[config.mk]
export PLATFORM = sky130hd
export DESIGN_NAME = spi_slave_6502
export DESIGN_NICKNAME = d
export VERILOG_FILES = /design/src/rtl/spi_slave_6502_pkg.sv /design/src/rtl/spi_slave_6502_sync_edge.sv /design/src/rtl/spi_slave_6502.sv
export SDC_FILE = /design/constraint.sdc
export NUM_CORES = 1
export LEC_CHECK = 0
export CAP_MARGIN = 0
export CELL_PAD_IN_SITES_DETAIL_PLACEMENT = 1
export CELL_PAD_IN_SITES_GLOBAL_PLACEMENT = 1
export CORE_MARGIN = 2
export CORE_UTILIZATION = 44
export CTS_BUF_LIST = sky130_fd_sc_hd__clkbuf_8
export CTS_CLUSTER_SIZE = 14
export DETAILED_ROUTE_END_ITERATION = 10
export PLACE_DENSITY = 0.8
export SKIP_LAST_GASP = 1
export SYNTH_ARGS = -nofsm -noshare
export SYNTH_HDL_FRONTEND = slang
export SYNTH_SLANG_ARGS = --single-unit
export TNS_END_PERCENT = 20
[constraint.sdc]
create_clock -name clk_i -period 1.99 [get_ports clk_i]
set_clock_uncertainty 0.15 [all_clocks]
set_input_delay 0.199 -clock clk_i [delete_from_list [all_inputs] [get_ports clk_i]]
set_output_delay 0.199 -clock clk_i [all_outputs]
set_load 0.01 [all_outputs]
[src/rtl/spi_slave_6502_pkg.sv]
// Shared types and constants for the SPI peripheral-mode endpoint on the 6502 bus.
package spi_slave_6502_pkg;

    // Frame sequencing states
    typedef enum logic [1:0] {
        IDLE     = 2'd0,
        ACTIVE   = 2'd1,
        COMPLETE = 2'd2,
        WAIT_CS  = 2'd3
    } state_e;

    // STATUS register bit positions
    localparam int unsigned STAT_RX_VALID  = 0;
    localparam int unsigned STAT_BUSY      = 1;
    localparam int unsigned STAT_OVERRUN   = 2;
    localparam int unsigned STAT_FRAME_ERR = 3;

    // Register window layout as a function of bytes per frame (n)
    function automatic int unsigned rx_off(input int unsigned n);
        return n;
    endfunction

    function automatic int unsigned status_off(input int unsigned n);
        return 2 * n;
    endfunction

    function automatic int unsigned ctrl_off(input int unsigned n);
        return 2 * n + 1;
    endfunction

    function automatic int unsigned window_size(input int unsigned n);
        return 2 * n + 2;
    endfunction

endpackage

[src/rtl/spi_slave_6502_sync_edge.sv]
// Multi-flop synchronizer for an asynchronous input plus one-flop edge detect.
// All flops reset to 0, so an edge is only reported after the synchronized
// level has actually been seen to change since reset.
module sync_edge #(
    parameter int unsigned Stages = 2
) (
    input  logic clk_i,
    input  logic reset_ni,
    input  logic d_i,
    output logic sync_o,
    output logic rise_o,
    output logic fall_o
);

    logic [Stages-1:0] chain_q;
    logic              prev_q;

    // Shift the raw input through the synchronizer and keep last synced level
    always_ff @(posedge clk_i or negedge reset_ni) begin
        if (!reset_ni) begin
            chain_q <= '0;
            prev_q  <= 1'b0;
        end else begin
            chain_q <= {chain_q[Stages-2:0], d_i};
            prev_q  <= chain_q[Stages-1];
        end
    end

    assign sync_o = chain_q[Stages-1];
    assign rise_o = chain_q[Stages-1] & ~prev_q;
    assign fall_o = ~chain_q[Stages-1] & prev_q;

endmodule

[src/rtl/spi_slave_6502.sv]
// SPI mode-0 peripheral endpoint exchanging fixed-length frames with an external
// host; the CPU sees TX/RX buffers, STATUS and CTRL in a memory-mapped window.
module spi_slave_6502
    import spi_slave_6502_pkg::*;
#(
    parameter int unsigned BaseAddress         = 'h9400,
    parameter int unsigned BytesPerTransaction = 4,
    parameter int unsigned address_width       = 16,
    parameter int unsigned data_width          = 8,
    parameter int unsigned SyncStages          = 2
) (
    input  logic                     clk_i,
    input  logic                     reset_ni,
    input  logic [address_width-1:0] address_i,
    input  logic [data_width-1:0]    data_i,
    input  logic                     rd_wr_i,
    output logic [data_width-1:0]    data_o,
    input  logic                     spi_clk_i,
    input  logic                     spi_cs_ni,
    input  logic                     spi_mosi_i,
    output logic                     spi_miso_o,
    output logic                     irq_o
);

    localparam int unsigned N          = BytesPerTransaction;
    localparam int unsigned FRAME_BITS = 8 * N;
    localparam int unsigned CNT_W      = $clog2(FRAME_BITS + 1);

    localparam logic [CNT_W-1:0]         LAST_BIT = CNT_W'(FRAME_BITS - 1);
    localparam logic [address_width-1:0] BASE_A   = address_width'(BaseAddress);
    localparam logic [address_width-1:0] RX_A     = address_width'(rx_off(N));
    localparam logic [address_width-1:0] STATUS_A = address_width'(status_off(N));
    localparam logic [address_width-1:0] CTRL_A   = address_width'(ctrl_off(N));
    localparam logic [address_width-1:0] WIN_A    = address_width'(window_size(N));

    // ---------------- synchronizers ----------------
    logic sclk_rise, sclk_fall, sclk_lvl_unused;
    logic cs_sync, cs_fall, cs_rise_unused;
    logic [SyncStages-1:0] mosi_sync_q;
    logic mosi_sync;

    // SCLK level is not needed; only its edges drive the shifters.
    sync_edge #(.Stages(SyncStages)) u_sclk (
        .clk_i    (clk_i),
        .reset_ni (reset_ni),
        .d_i      (spi_clk_i),
        .sync_o   (sclk_lvl_unused),
        .rise_o   (sclk_rise),
        .fall_o   (sclk_fall)
    );

    // CS is tracked as a level for frame end, so its rise pulse is not needed.
    sync_edge #(.Stages(SyncStages)) u_cs (
        .clk_i    (clk_i),
        .reset_ni (reset_ni),
        .d_i      (spi_cs_ni),
        .sync_o   (cs_sync),
        .rise_o   (cs_rise_unused),
        .fall_o   (cs_fall)
    );

    // MOSI uses the same depth as SCLK so the sampled bit lines up with the rise
    always_ff @(posedge clk_i or negedge reset_ni) begin
        if (!reset_ni) mosi_sync_q <= '0;
        else           mosi_sync_q <= {mosi_sync_q[SyncStages-2:0], spi_mosi_i};
    end
    assign mosi_sync = mosi_sync_q[SyncStages-1];

    // ---------------- frame state machine ----------------
    state_e                  state_q, state_d;
    logic [CNT_W-1:0]        bit_cnt_q, bit_cnt_d;
    logic [FRAME_BITS-1:0]   tx_shift_q, tx_shift_d;
    logic [FRAME_BITS-1:0]   rx_shift_q, rx_shift_d;
    logic                    miso_q, miso_d;
    logic [FRAME_BITS-1:0]   tx_concat;
    logic                    capture;
    logic                    set_ferr;

    logic [7:0]              tx_q [N];
    logic [7:0]              tx_d [N];
    logic [7:0]              rx_q [N];
    logic [7:0]              rx_d [N];

    // TX buffer flattened with byte 0 in the MSBs so it is shifted out first
    always_comb begin
        tx_concat = '0;
        for (int i = 0; i < int'(N); i++) begin
            tx_concat[FRAME_BITS-1-8*i -: 8] = tx_q[i];
        end
    end

    // Next state, shifters, bit counter and the capture/error strobes
    always_comb begin
        state_d    = state_q;
        bit_cnt_d  = bit_cnt_q;
        tx_shift_d = tx_shift_q;
        rx_shift_d = rx_shift_q;
        capture    = 1'b0;
        set_ferr   = 1'b0;
        unique case (state_q)
            IDLE: begin
                if (cs_fall) begin
                    tx_shift_d = tx_concat;
                    bit_cnt_d  = '0;
                    state_d    = ACTIVE;
                end
            end
            ACTIVE: begin
                if (sclk_rise) begin
                    rx_shift_d = {rx_shift_q[FRAME_BITS-2:0], mosi_sync};
                    bit_cnt_d  = bit_cnt_q + CNT_W'(1);
                end
                if (sclk_fall) begin
                    tx_shift_d = {tx_shift_q[FRAME_BITS-2:0], 1'b0};
                end
                // The last bit wins over a CS rise seen in the same cycle
                if (sclk_rise && (bit_cnt_q == LAST_BIT)) begin
                    state_d = COMPLETE;
                end else if (cs_sync) begin
                    set_ferr = 1'b1;
                    state_d  = IDLE;
                end
            end
            COMPLETE: begin
                capture = 1'b1;
                state_d = WAIT_CS;
            end
            WAIT_CS: begin
                // Level test, so a CS rise that coincided with the last bit is not lost
                if (cs_sync) state_d = IDLE;
            end
            default: state_d = IDLE;
        endcase
        miso_d = (state_d == ACTIVE) ? tx_shift_d[FRAME_BITS-1] : 1'b0;
    end

    // Frame-side registers
    always_ff @(posedge clk_i or negedge reset_ni) begin
        if (!reset_ni) begin
            state_q    <= IDLE;
            bit_cnt_q  <= '0;
            tx_shift_q <= '0;
            rx_shift_q <= '0;
            miso_q     <= 1'b0;
        end else begin
            state_q    <= state_d;
            bit_cnt_q  <= bit_cnt_d;
            tx_shift_q <= tx_shift_d;
            rx_shift_q <= rx_shift_d;
            miso_q     <= miso_d;
        end
    end

    assign spi_miso_o = miso_q;

    // ---------------- CPU register window ----------------
    logic [address_width-1:0] offset;
    logic                     hit, wr_en, rd_en, busy;
    logic [3:0]               w1c;
    logic [7:0]               rd_data;
    logic                     rx_valid_q, rx_valid_d;
    logic                     overrun_q, overrun_d;
    logic                     frame_err_q, frame_err_d;
    logic                     irq_en_q, irq_en_d;
    logic                     irq_q, irq_d;
    logic [data_width-1:0]    data_q, data_d;

    assign offset = address_i - BASE_A;
    assign hit    = (address_i >= BASE_A) && (offset < WIN_A);
    assign wr_en  = hit & rd_wr_i;
    assign rd_en  = hit & ~rd_wr_i;
    assign busy   = (state_q != IDLE);

    // Read mux over the window; unused bits and offsets read 0
    always_comb begin
        rd_data = '0;
        for (int i = 0; i < int'(N); i++) begin
            if (offset == address_width'(i))        rd_data = tx_q[i];
            if (offset == RX_A + address_width'(i)) rd_data = rx_q[i];
        end
        if (offset == STATUS_A) begin
            rd_data[STAT_RX_VALID]  = rx_valid_q;
            rd_data[STAT_BUSY]      = busy;
            rd_data[STAT_OVERRUN]   = overrun_q;
            rd_data[STAT_FRAME_ERR] = frame_err_q;
        end
        if (offset == CTRL_A) rd_data[0] = irq_en_q;
    end

    // CPU writes, frame capture and sticky flags; hardware sets beat W1C
    always_comb begin
        tx_d = tx_q;
        rx_d = rx_q;
        for (int i = 0; i < int'(N); i++) begin
            if (wr_en && (offset == address_width'(i))) tx_d[i] = data_i[7:0];
            if (capture) rx_d[i] = rx_shift_q[FRAME_BITS-1-8*i -: 8];
        end
        w1c         = (wr_en && (offset == STATUS_A)) ? data_i[3:0] : 4'b0;
        rx_valid_d  = (rx_valid_q  & ~w1c[STAT_RX_VALID])  | capture;
        overrun_d   = (overrun_q   & ~w1c[STAT_OVERRUN])   | (capture & rx_valid_q);
        frame_err_d = (frame_err_q & ~w1c[STAT_FRAME_ERR]) | set_ferr;
        irq_en_d    = (wr_en && (offset == CTRL_A)) ? data_i[0] : irq_en_q;
        data_d      = rd_en ? data_width'(rd_data) : data_q;
        irq_d       = irq_en_q & rx_valid_q;
    end

    // CPU-side registers
    always_ff @(posedge clk_i or negedge reset_ni) begin
        if (!reset_ni) begin
            for (int i = 0; i < int'(N); i++) begin
                tx_q[i] <= '0;
                rx_q[i] <= '0;
            end
            rx_valid_q  <= 1'b0;
            overrun_q   <= 1'b0;
            frame_err_q <= 1'b0;
            irq_en_q    <= 1'b0;
            irq_q       <= 1'b0;
            data_q      <= '0;
        end else begin
            tx_q        <= tx_d;
            rx_q        <= rx_d;
            rx_valid_q  <= rx_valid_d;
            overrun_q   <= overrun_d;
            frame_err_q <= frame_err_d;
            irq_en_q    <= irq_en_d;
            irq_q       <= irq_d;
            data_q      <= data_d;
        end
    end

    assign data_o = data_q;
    assign irq_o  = irq_q;

endmodule

==> flow_metrics.tcl, run 1 <==
set metrics [dict create \
    tightest_slew_ns 0.544 \
    final_layout_size_suffix_gt1_share_pct 36.2 \
    dr_wl_met2_mm 9.92 \
    cellLeakagePower_nw 4.34 \
    gp_congestion 0.901 \
    die_h_um 130 \
    cp_slowest_cell "dfrtp_2" \
    htreeDepth 4 \
    crit_buf_inv 2 \
    min-delay-start "spi_mosi_i" \
    wl_met3_um 976 \
    clock-sinks 158 \
    cpLargestDelayFamily "buffers and inverters" \
    syn_nets 588 \
    cp_common_cell "buf_4" \
    hold_viol 0 \
    slew_viol_final 0 \
    routed_wirelength_mm 20.1 \
    syn_inst 557 \
    yosys_most_used_dff "dfrtp_1" \
    critPathLaunchType "flop" \
    clock_power_share_pct 40.8 \
    grt_max_degree 56 \
    grt_first_pass_wirelength_mm 31.7 \
    combPwrFrac_pct 7.7 \
    cts_tree "yes" \
    antenna_found_initial 0 \
    drtIter0Drc 385 \
    root_buffer "clkbuf_8" \
    synth_seq_cells 158 \
    avgSynthCellArea_sq_um 12.6 \
    period_minus_slack_ns 1.98 \
    p_int_mw 5.02 \
    place_inst 844 \
    vdd_drop_max_mv 0.417 \
    p_seq_share_pct 51.5 \
    viasPerCell 5.82 \
    final_cells 879 \
    topRoutingLayerUsed "met4" \
    die_x_um 130 \
    diodes 0 \
    fin_crit_sh_pct 99.7 \
    clk_pin_slew_ns 0.08 \
    p_sw_mw 1.45 \
    worstPathMaxFanout 30 \
    rsz0062_at_grt "yes" \
    cts_made_buffers 17 \
    synth_area_sq_um 7010 \
    drc 0 \
    r2r-start "state_q[1]$_DFF_PN0_" \
    gr-usage-all-layers_pct 25.0 \
    numPortBuffers 39 \
    pin_count 40 \
    dr.pass1.iters 4 \
    synth_edf_count 0 \
    endpoint_kind "flop" \
    clockBufferDepth 2 \
    crit_chain "buf_4, nor4bb_4, buf_4, a22oi_1, nand2_1" \
    slowest_delay_ns 0.46 \
    drv_cap 0 \
    fmax_mhz 504 \
    clk_latency_ns 0.46 \
    reg2regPathDepth 5 \
    core-area_sq_um 15700 \
    synthArstFlopShare_pct 100 \
    critPathRequiredTime_ns 2.22 \
    critical_path_class "reg -> reg" \
    r2r_slack_ns 0.007 \
    dr_total_vias 5114 \
    postRouteAntennaNets 0 \
    num_rows 46 \
    fin_nets 685 \
    timing.rr.end "tx_shift_q[19]$_DFFE_PN0P_" \
    power_density_nw_per_um2 743 \
    yosysWarningCount 0 \
    worstPathArrival_ns 2.22 \
    wl_per_cell_um 22.9 \
    wl_met1_mm 8.10 \
    die_area_sq_um 16900 \
    hold-path-cell-count 1 \
    ys_types 60 \
    whs_endpoint "mosi_sync_q[0]$_DFF_PN0_" \
    fin_util_pct 55.4 \
    initial_core_util_pct 44.6 \
    grt_overflow_total 0 \
    status "completed" \
    dpl_cell_area_sq_um 8050 \
    sw_frac_of_total_pct 22.4 \
    totalPowerFinal_mw 6.47 \
    hold_class "in -> reg" \
    setup_violations 0 \
    syn2layout_area_growth_pct 24.3 \
    dp_hpwl_mm 13.7 \
    grt_pass1_vias 5665 \
    relSlewSlack_pct 63.7 \
    final_area_sq_um 8710 \
    yosysSeqAreaShare_pct 56.4 \
    whs_ns 0.0258 \
]
==> registers in the layout, summed over array words and instances, names as in the netlist, 6 cells and up <==
name and flops:
bit_cnt_q 6, tx_shift_q 32, data_o 8, rx_q 32, tx_concat 32, rx_shift_q 32
==> cell families after synthesis <==
family	share of synthesized area, %
DFF	56.4
AOI/OAI and AO/OA	9.45
adders and majority gates	0.179
muxes	19.4
buffers and inverters	2.91
and+or+nand+nor	11.3
xor gates and xnor gates	0.375
==> placed cells by master, fill, tap and decap left out, drive strengths merged, types with 3 or more instances in the layout <==
| master | Yosys | layout |
|---|---|---|
| nand2 | 74 | 74 |
| nor2b | 4 | 4 |
| dlygate4sd2 | 0 | 4 |
| nor4b | 5 | 5 |
| buf | 14 | 73 |
| o21ai | 10 | 10 |
| nand2b | 3 | 3 |
| a211oi | 3 | 3 |
| nand4 | 5 | 5 |
| inv | 5 | 6 |
| or3 | 3 | 3 |
| nand3 | 7 | 7 |
| o22ai | 11 | 11 |
| clkinv | 0 | 3 |
| mux2i | 14 | 14 |
| dlymetal6s2s | 0 | 11 |
| xor2 | 3 | 3 |
| a221oi | 3 | 3 |
| o221ai | 6 | 6 |
| clkbuf | 20 | 19 |
| dfrtp | 158 | 158 |
| clkdlybuf4s50 | 0 | 23 |
| a21oi | 8 | 8 |
| nor2 | 15 | 15 |
| o211ai | 3 | 3 |
| a31oi | 4 | 4 |
| a22oi | 34 | 34 |
| nand4b | 3 | 3 |
| and2 | 4 | 4 |
| mux2 | 104 | 104 |
| nor3 | 3 | 3 |
| bufinv | 0 | 5 |
==> routing by layer <==
metal,vias up,global-route usage [%]
li1,2230,-
met3,81,6.36
met2,179,40.3
met1,2624,30.2
met5,-,0
met4,0,15.4
==> power by group through the flow <==
stage / Combinational, mW / Clock (mW) / Sequential, mW
2_1_floorplan: 0.210 / 0 / 3.37
3_3_place_gp: 0.452 / 0 / 3.39
3_5_place_dp: 0.475 / 0 / 3.40
4_1_cts: 0.486 / 2.68 / 3.34
5_1_grt: 0.536 / 2.82 / 3.35
6_report: 0.496 / 2.64 / 3.33
==> Yosys cell counts (6+ instances only) <==
| cell | number | area, sq um |
|---|---|---|
| dfrtp_1 | 158 | 3950 |
| mux2_2 | 103 | 1160 |
| nand2_1 | 74 | 278 |
| a22oi_1 | 34 | 255 |
| clkbuf_1 | 16 | 60.1 |
| mux2i_1 | 14 | 140 |
| nor2_1 | 14 | 52.6 |
| o22ai_1 | 11 | 68.8 |
| o21ai_0 | 10 | 50.1 |
| a21oi_1 | 8 | 40.0 |
| buf_2 | 8 | 40.0 |
| nand3_1 | 7 | 35.0 |
| o221ai_1 | 6 | 52.6 |
==> metrics by stage <==
| step | setup TNS, ns | setup WS [ns] |
|---|---|---|
| floorplan | 0 | 0.0153 |
| global placement | -20.43 | -0.563 |
| detailed placement | -24.09 | -0.653 |
| CTS | -0.282 | -0.0290 |
| global route | -0.277 | -0.0712 |
| finish | 0 | 0.00655 |
==> layout make-up <==
| cell class | count | area, sq um |
|---|---|---|
| repair buffers | 112 | 1010 |
| inverters | 5 | 18.8 |
| flip-flops and latches | 158 | 3960 |
| multi-input cells | 360 | 3020 |
| well taps | 216 | 270 |
| fillers | 1592 | 7010 |
| clock buffers | 19 | 262 |
| clock inverters | 9 | 169 |
==> worst max path at each step <==
stage	from	end	slack, ns	cells past startpoint
6_report	state_q[1]$_DFF_PN0_	tx_shift_q[19]$_DFFE_PN0P_	0.007	5
5_1_grt	address_i[2]	data_o[0]$_DFFE_PN0P_	-0.07	7
4_1_cts	address_i[15]	tx_concat[13]$_DFFE_PN0P_	-0.03	6
3_5_place_dp	address_i[5]	tx_concat[31]$_DFFE_PN0P_	-0.65	8
3_3_place_gp	address_i[5]	tx_concat[28]$_DFFE_PN0P_	-0.56	8
2_1_floorplan	address_i[5]	tx_concat[11]$_DFFE_PN0P_	0.02	5
==> what timing repair did <==
item                       in CTS  in global routing
buffers inserted                4                  3
setup endpoints to repair      34                 88
gates resized for setup        25                 24
pin swaps                       7                 12
hold buffers                    1                  0
hold endpoints to repair      116                  0
Power figures use the tool's default switching activity.
==> inputs of run 2 (changes only) <==
--- a/config.mk
+++ b/config.mk
@@ -5,6 +5,7 @@
 export SDC_FILE = /design/constraint.sdc
 export NUM_CORES = 1
 export LEC_CHECK = 0
+export ABC_CLOCK_PERIOD_IN_PS = 1990
 export CAP_MARGIN = 0
 export CELL_PAD_IN_SITES_DETAIL_PLACEMENT = 1
 export CELL_PAD_IN_SITES_GLOBAL_PLACEMENT = 1
@@ -14,6 +15,7 @@
 export CTS_CLUSTER_SIZE = 14
 export DETAILED_ROUTE_END_ITERATION = 10
 export PLACE_DENSITY = 0.8
+export REMOVE_ABC_BUFFERS = 1
 export SKIP_LAST_GASP = 1
 export SYNTH_ARGS = -nofsm -noshare
 export SYNTH_HDL_FRONTEND = slang
==> flow_metrics.tcl, run 2 (synthesis results as in run 1) <==
set metrics [dict create \
    status "finished with violations" \
    violations "setup timing" \
    antenna_found_initial 0 \
    final_cell_mix "dfrtp_1 (158), mux2_2 (103), nand2_1 (74)" \
    worstPathMaxFanout 8 \
    gr-usage-all-layers_pct 24.3 \
    fillerInstances 1605 \
    num_rows 46 \
    syn2layout_area_growth_pct 22.5 \
    die_h_um 130 \
    r2r_slack_ns 0.08 \
    root_buffer "clkbuf_8" \
    grt_overflow_total 0 \
    clockBufferDepth 2 \
    dr_total_vias 5016 \
    grt_pass1_vias 5578 \
    final_layout_size_suffix_gt1_share_pct 33.6 \
    worstPathArrival_ns 2.18 \
    gp_congestion 0.959 \
    min-delay-start "spi_mosi_i" \
    postRouteAntennaNets 0 \
    crit_start "address_i[5]" \
    timing.rr.end "spi_miso_o$_DFF_PN0_" \
    fin_crit_sh_pct 100 \
    r2r-start "bit_cnt_q[0]$_DFFE_PN0P_" \
    cts_tree "yes" \
    critPathRequiredTime_ns 2.18 \
    hold_class "in -> reg" \
    relSlewSlack_pct 63.1 \
    tightest_slew_ns 0.552 \
    pin_count 40 \
    wl_per_cell_um 21.7 \
    setup_violations 1 \
    htreeDepth 4 \
    layout_setup_ws_ns -0.000527 \
    grt_first_pass_wirelength_mm 30.5 \
    critPathLaunchType "input pin" \
    period_minus_slack_ns 1.99 \
    cp-endpoint "tx_concat[11]$_DFFE_PN0P_" \
    diodes 0 \
    dp_hpwl_mm 13.7 \
    clock-sinks 158 \
    final_common_cell "dfrtp_1" \
    vdd_drop_max_mv 0.379 \
    endpoint_kind "flop" \
    cellLeakagePower_nw 4.25 \
    fin_nets 684 \
    hold_viol 0 \
    initial_core_util_pct 44.6 \
    die_x_um 130 \
    slew_viol_final 0 \
    fin_util_pct 54.6 \
    clk_latency_ns 0.46 \
    whs_ns 0.0366 \
    drtIter0Drc 331 \
    core-area_sq_um 15700 \
    drv_cap 0 \
    totalPowerFinal_mw 6.18 \
    cts_made_buffers 17 \
    dr.pass1.iters 4 \
    critical_path_class "in -> reg" \
    reg2regPathDepth 6 \
    clk_pin_slew_ns 0.08 \
    drc 0 \
    fmax_mhz 502 \
    die_area_sq_um 16900 \
    grt_max_degree 50 \
    place_ws_ns -0.663 \
    viasPerCell 5.69 \
    numPortBuffers 39 \
    rsz0062_at_grt "yes" \
    power_density_nw_per_um2 721 \
    routed_wirelength_mm 19.1 \
]
## run 2: changes by cell type in the layout (fill, tap and decap cells not counted), sizes merged
cell,change
clkinvlp,+1
dlygate4sd2,+1
dlygate4sd3,+2
buf,-3
inv,+2
clkdlybuf4s50,+4
clkinv,+4
dlymetal6s2s,-5
bufinv,-3
## run 2: through the flow
step           instance area [sq um]  setup TNS (ns)  cells
2_1_floorplan                   6820         -156.89    523
3_3_place_gp                    8050          -22.51    840
3_5_place_dp                    8050          -25.42    840
4_1_cts                         8510          -0.145    878
5_1_grt                         8580          -0.486    882
6_report                        8580       -0.000527    882
## run 2: worst min path at each step
stage	cells after the start	end	slack, ns
after floorplan	0	bit_cnt_q[0]$_DFFE_PN0P_	-0.25
final	1	mosi_sync_q[0]$_DFF_PN0_	0.04
after CTS	1	u_sclk.chain_q[0]$_DFF_PN0_	0.003
after global routing	1	mosi_sync_q[0]$_DFF_PN0_	0.003
after detailed placement	1	mosi_sync_q[0]$_DFF_PN0_	0.005
after global placement	1	mosi_sync_q[1]$_DFF_PN0_	-0.006
## run 2: layout make-up
type | instances | area [sq um] | share of cell area (%)
sequential | 158 | 3950 | 46.1
multi-input combinational | 360 | 2920 | 34.1
timing repair buffer | 111 | 1030 | 12.0
tap | 216 | 270 | 3.15
clock buffer | 19 | 262 | 3.05
clock inverter | 13 | 125 | 1.46
inverter | 5 | 18.8 | 0.219
## run 2: power breakdown
group | internal (mW) | switching [mW]
Combinational | 0.227 | 0.274
Sequential | 3.28 | 0.0591
Clock | 1.16 | 1.18
Total | 4.67 | 1.51
## run 2: critical path, cell delays in order
cell and delay, ns:
dlygate4sd2_1 0.27, or4b_4 0.58, nor4b_4 0.27, buf_4 0.16, and4_1 0.20, buf_6 0.15, mux2_2 0.34
## run 2: repair_timing
item | in CTS | in global routing
cloned | 0 | 0
setup endpoints to repair | 37 | 40
hold buffers | 2 | 1
buffers inserted | 4 | 3
hold endpoints to repair | 159 | 1
pin swaps | 6 | 7
gates resized for setup | 9 | 9
## run 2: routing by layer
layer  wire, um  global-route usage (%)  up-vias
met2      10000                    42.2      120
li1           -                       -     2228
met3        772                    5.13       38
met4        535                    9.93        0
met1       7820                    29.5     2630
met5          0                       0        -
==> inputs of run 3 (changes only) <==
--- a/config.mk
+++ b/config.mk
@@ -12,6 +12,7 @@
 export CORE_MARGIN = 2
 export CORE_UTILIZATION = 44
 export CTS_BUF_LIST = sky130_fd_sc_hd__clkbuf_8
+export CTS_CLUSTER_DIAMETER = 100
 export CTS_CLUSTER_SIZE = 14
 export DETAILED_ROUTE_END_ITERATION = 10
 export PLACE_DENSITY = 0.8
==> results of run 3 <==
The final DEF is identical to that of run 2; final timing and power are the same.
